$ cat src/rtl/dpram_port_arbiter.sv
// Round-robin, burst-bounded arbiter sharing one port of a true-dual-port RAM
// between two requesters; read data returns to the issuing requester one cycle later.
module dpram_port_arbiter #(
    parameter int AW        = 9,
    parameter int DW        = 8,
    parameter int MAX_BURST = 4
) (
    input  logic          i_clk,
    input  logic          i_rst,
    input  logic          i_r0_valid,
    input  logic          i_r0_we,
    input  logic [AW-1:0] i_r0_addr,
    input  logic [DW-1:0] i_r0_wdata,
    output logic          o_r0_ready,
    output logic          o_r0_rvalid,
    output logic [DW-1:0] o_r0_rdata,
    input  logic          i_r1_valid,
    input  logic          i_r1_we,
    input  logic [AW-1:0] i_r1_addr,
    input  logic [DW-1:0] i_r1_wdata,
    output logic          o_r1_ready,
    output logic          o_r1_rvalid,
    output logic [DW-1:0] o_r1_rdata,
    output logic          o_ram_en,
    output logic          o_ram_we,
    output logic [AW-1:0] o_ram_addr,
    output logic [DW-1:0] o_ram_wdata,
    input  logic [DW-1:0] i_ram_rdata
);
    localparam logic [3:0] LAST_BEAT = 4'(MAX_BURST - 1);

    logic       r_prio;
    logic [3:0] r_bcnt;
    logic       r_rsp_pending;
    logic       r_rsp_id;

    logic w_both;
    logic w_g0;
    logic w_g1;
    logic w_beat;
    logic w_gwe;

    // Grants are suppressed during reset so the RAM port stays quiet.
    always_comb begin
        w_both = i_r0_valid && i_r1_valid;
        w_g0   = !i_rst && i_r0_valid && (!i_r1_valid || !r_prio);
        w_g1   = !i_rst && i_r1_valid && (!i_r0_valid ||  r_prio);
        w_beat = w_g0 || w_g1;
        w_gwe  = w_g1 ? i_r1_we : (w_g0 ? i_r0_we : 1'b0);
    end

    assign o_r0_ready  = w_g0;
    assign o_r1_ready  = w_g1;
    assign o_ram_en    = w_beat;
    assign o_ram_we    = w_gwe;
    assign o_ram_addr  = w_g1 ? i_r1_addr  : i_r0_addr;
    assign o_ram_wdata = w_g1 ? i_r1_wdata : i_r0_wdata;

    // Only contended beats count toward the burst; an uncontended beat
    // makes the current user the preferred one and restarts the count.
    always_ff @(posedge i_clk) begin
        if (i_rst) begin
            r_prio <= 1'b0;
            r_bcnt <= 4'd0;
        end else if (w_beat) begin
            if (w_both) begin
                if (r_bcnt == LAST_BEAT) begin
                    r_prio <= ~w_g1;
                    r_bcnt <= 4'd0;
                end else begin
                    r_bcnt <= r_bcnt + 4'd1;
                end
            end else begin
                r_prio <= w_g1;
                r_bcnt <= 4'd0;
            end
        end
    end

    always_ff @(posedge i_clk) begin
        if (i_rst) begin
            r_rsp_pending <= 1'b0;
            r_rsp_id      <= 1'b0;
        end else begin
            r_rsp_pending <= w_beat && !w_gwe;
            r_rsp_id      <= w_g1;
        end
    end

    // Gating with reset drops a response whose read was in flight.
    assign o_r0_rvalid = !i_rst && r_rsp_pending && !r_rsp_id;
    assign o_r1_rvalid = !i_rst && r_rsp_pending &&  r_rsp_id;
    assign o_r0_rdata  = i_ram_rdata;
    assign o_r1_rdata  = i_ram_rdata;

endmodule

$ cat config.mk
export PLATFORM = sky130hd
export DESIGN_NAME = dpram_port_arbiter
export DESIGN_NICKNAME = d
export VERILOG_FILES = /design/src/rtl/dpram_port_arbiter.sv
export SDC_FILE = /design/constraint.sdc
export NUM_CORES = 1
export LEC_CHECK = 0
export ABC_AREA = 1
export BUFFER_PORTS_ARGS = -buffer_cell sky130_fd_sc_hd__buf_2
export CAP_MARGIN = 20
export CELL_PAD_IN_SITES_DETAIL_PLACEMENT = 0
export CELL_PAD_IN_SITES_GLOBAL_PLACEMENT = 1
export CORE_ASPECT_RATIO = 1.5
export CORE_MARGIN = 4
export CORE_UTILIZATION = 19
export DETAILED_ROUTE_END_ITERATION = 12
export PLACE_DENSITY = 0.83
export SYNTH_ARGS = -nofsm -noshare
export SYNTH_HDL_FRONTEND = slang
export SYNTH_SLANG_ARGS = --single-unit
$ cat constraint.sdc
create_clock -name i_clk -period 1.3 [get_ports i_clk]
set_input_delay 0.195 -clock i_clk [delete_from_list [all_inputs] [get_ports i_clk]]
set_output_delay 0.195 -clock i_clk [all_outputs]
set_load 0.02 [all_outputs]
==> flow_metrics.py <==
metrics = {
    "synthesis": {
        "synthCells": 132,
        "avgSynthCellArea_um2": 5.63,
        "synth_area_leader_cell": "nand2_1",
        "synth_warnings": 0,
        "syn_area_um2": 743,
        "yosys.area.top_type_share": 0.369,
        "synth_cell_types": 17,
        "syn-num-nets": 181,
        "synth_seq_cells": 7,
        "synth.area.top_cells": "nand2_1, dfxtp_1, buf_4",
        "ys_seq_area_frac": 0.189,
    },
    "cells_and_area": {
        "drive_gt1_frac": 0.621,
        "final_util": 0.370,
        "multiInputGateArea_um2": 524,
        "layout_common_cells": "nand2_1, buf_2, nand2_2, buf_6, nor2_1",
        "layout_commonest_cell": "nand2_1",
        "final_cells": 233,
        "layout-area-overhead-vs-synth_pct": 84.8,
        "final.fill_count": 410,
        "num_antenna_cells": 0,
        "design_area_um2": 1370,
        "seq_area_um2": 141,
        "finalNetCount": 240,
    },
    "route": {
        "drtAntennaViolNets": 0,
        "first_pass_iters": 4,
        "num_vias": 954,
        "drt_iter0_drc": 18,
        "drc_errors": 0,
        "routed_wl_um": 2590,
        "wl_per_cell_um": 11.1,
        "via_per_inst": 4.09,
    },
    "power": {
        "clkPwrFrac": 0.307,
        "power_switching_mw": 0.345,
        "ir_worst_vdd_uv": 367,
        "p_seq_frac": 0.228,
        "p_per_area_nw_per_um2": 738,
        "combPwrFrac": 0.465,
        "leakagePower_nw": 0.748,
        "p_sw_frac": 0.340,
        "p_int_mw": 0.669,
    },
    "sta": {
        "worst_pin_slew_ns": 0.252,
        "finalWorstSetupSlack_ns": -0.156,
        "rsz0062_at_grt": "yes",
        "hold_viol": 0,
        "relSlewSlack": 0.832,
        "finalCriticalPeriod_ns": 1.46,
        "skew_ns": 0.000725,
        "slew_violations": 0,
        "period_share": 1.12,
        "max_freq_mhz": 687,
        "setup_violations": 18,
    },
    "clocking": {
        "clockRootBuffer": "clkbuf_8",
        "cts.path.max_buffers": 2,
        "clkLatencyLatePin_ns": 0.23,
        "clkTransAtPathRegs_ns": 0.04,
        "cts.sinks": 7,
        "cts_tree": "yes",
        "htree_levels": 1,
        "cts_hold_buf": 0,
        "cts_buffers": 3,
    },
    "global_route": {
        "first_global_vias": 971,
        "grt_pass1_wl_um": 4130,
        "gr-total-overflow": 0,
        "grt_use_total": 0.107,
        "antenna_found_initial": 0,
        "grt_max_degree": 11,
    },
    "critical_path": {
        "reg2reg_depth": 6,
        "arrival_ns": 1.26,
        "required_ns": 1.11,
        "crit_path_start_kind": "flip-flop",
        "cp_max_fo": 5,
        "worstSetupEndpointType": "output port",
        "path_class": "reg -> out",
    },
    "floorplan": {
        "fp-row-count": 27,
        "die_area_um2": 5000,
        "core_region_area_um2": 3720,
        "initial_utilization": 0.200,
        "die_h_um": 84.6,
        "die_w_um": 59.1,
        "ios": 87,
    },
    "run_status": {
        "violations": "setup timing",
        "outcome": "finished with violations",
    },
    "worst_hold_path": {
        "holdCritPathClass": "in -> reg",
        "whs_path_depth": 2,
    },
    "placed_design": {
        "gp_congestion": 0.719,
        "dpl-instance-area_um2": 995,
        "portBuffers": 62,
        "place_inst": 224,
        "dp_hpwl_um": 1890,
    },
    "run": {
        "drv_cap": 0,
    },
}
[metal layers]
layer | global-route usage | vias to the layer above | part of all wire
li1 | - | 493 | -
met1 | 0.103 | 408 | 0.33
met2 | 0.195 | 39 | 0.55
met3 | 0.0169 | 14 | 0.075
met4 | 0.0784 | 0 | 0.045
met5 | 0 | - | 0
[final timing paths]
kind | slack, ns | end | start
setup / recovery | -0.16 | o_ram_wdata[5] | r_prio
hold / removal | 0.19 | r_bcnt[1] | i_rst
setup reg to reg | 0.24 | r_prio | r_bcnt[0]
hold reg to reg | 0.48 | r_bcnt[1] | r_bcnt[1]
[sequential cells by signal, indices dropped and copies added (netlist names)]
register and count:
r_bcnt 4, r_prio 1, r_rsp_id 1, r_rsp_pending 1
[worst max-delay path: stages (launching register included)]
cell     delay [ns]
dfxtp_2        0.32
inv_2          0.05
nand2_4        0.08
nand2_8        0.08
buf_12         0.14
buf_16         0.13
nand2_2        0.05
nand2_2        0.06
buf_6          0.13
[cell families after synthesis]
logic type | share of synthesized area
and+or+nand+nor | 0.492
buffers and inverters | 0.266
DFF | 0.189
AOI/OAI and AO/OA | 0.0370
adders and majority gates | 0.0168
[final cells by class]
type,instances,share of cell area
multi-input cells,96,0.382
inverters,10,0.0310
repair buffers,72,0.406
flip-flops and latches,7,0.103
clock buffers,4,0.0328
repair inverters,1,0.00638
well taps,43,0.0392
[timing repair]
item	in CTS	in global routing
buffers inserted	3	0
gates cloned	2	0
pin swaps	15	4
resized for setup	68	15
setup endpoints to repair	19	19
[synth_stat cells (all sizes together)]
cell type	instances
ha	1
nor2	10
nand2	77
nand3	3
dfxtp	7
buf	19
inv	10
a21oi	3
o21ai	1
or2	1
[stage by stage]
step / worst slack (ns) / TNS (ns) / total power, mW / hold slack [ns]
after global placement: 0.0445 / 0 / 0.553 / 0.390
after CTS: -0.146 / -2.33 / 0.997 / 0.193
after floorplan: 0.127 / 0 / 0.489 / 0.264
after global routing: -0.218 / -3.49 / 1.08 / 0.213
final: -0.156 / -2.23 / 1.01 / 0.194
after detailed placement: 0.0198 / 0 / 0.552 / 0.390
[power groups by stage]
| stage | clock [mW] | combinational [mW] | sequential, mW |
|---|---|---|---|
| 3_3_place_gp | 0 | 0.319 | 0.234 |
| 5_1_grt | 0.334 | 0.510 | 0.233 |
| 4_1_cts | 0.317 | 0.448 | 0.231 |
| 3_5_place_dp | 0 | 0.318 | 0.234 |
| 6_report | 0.311 | 0.471 | 0.231 |
| 2_1_floorplan | 0 | 0.256 | 0.233 |
(Power assumes the default switching activity.)
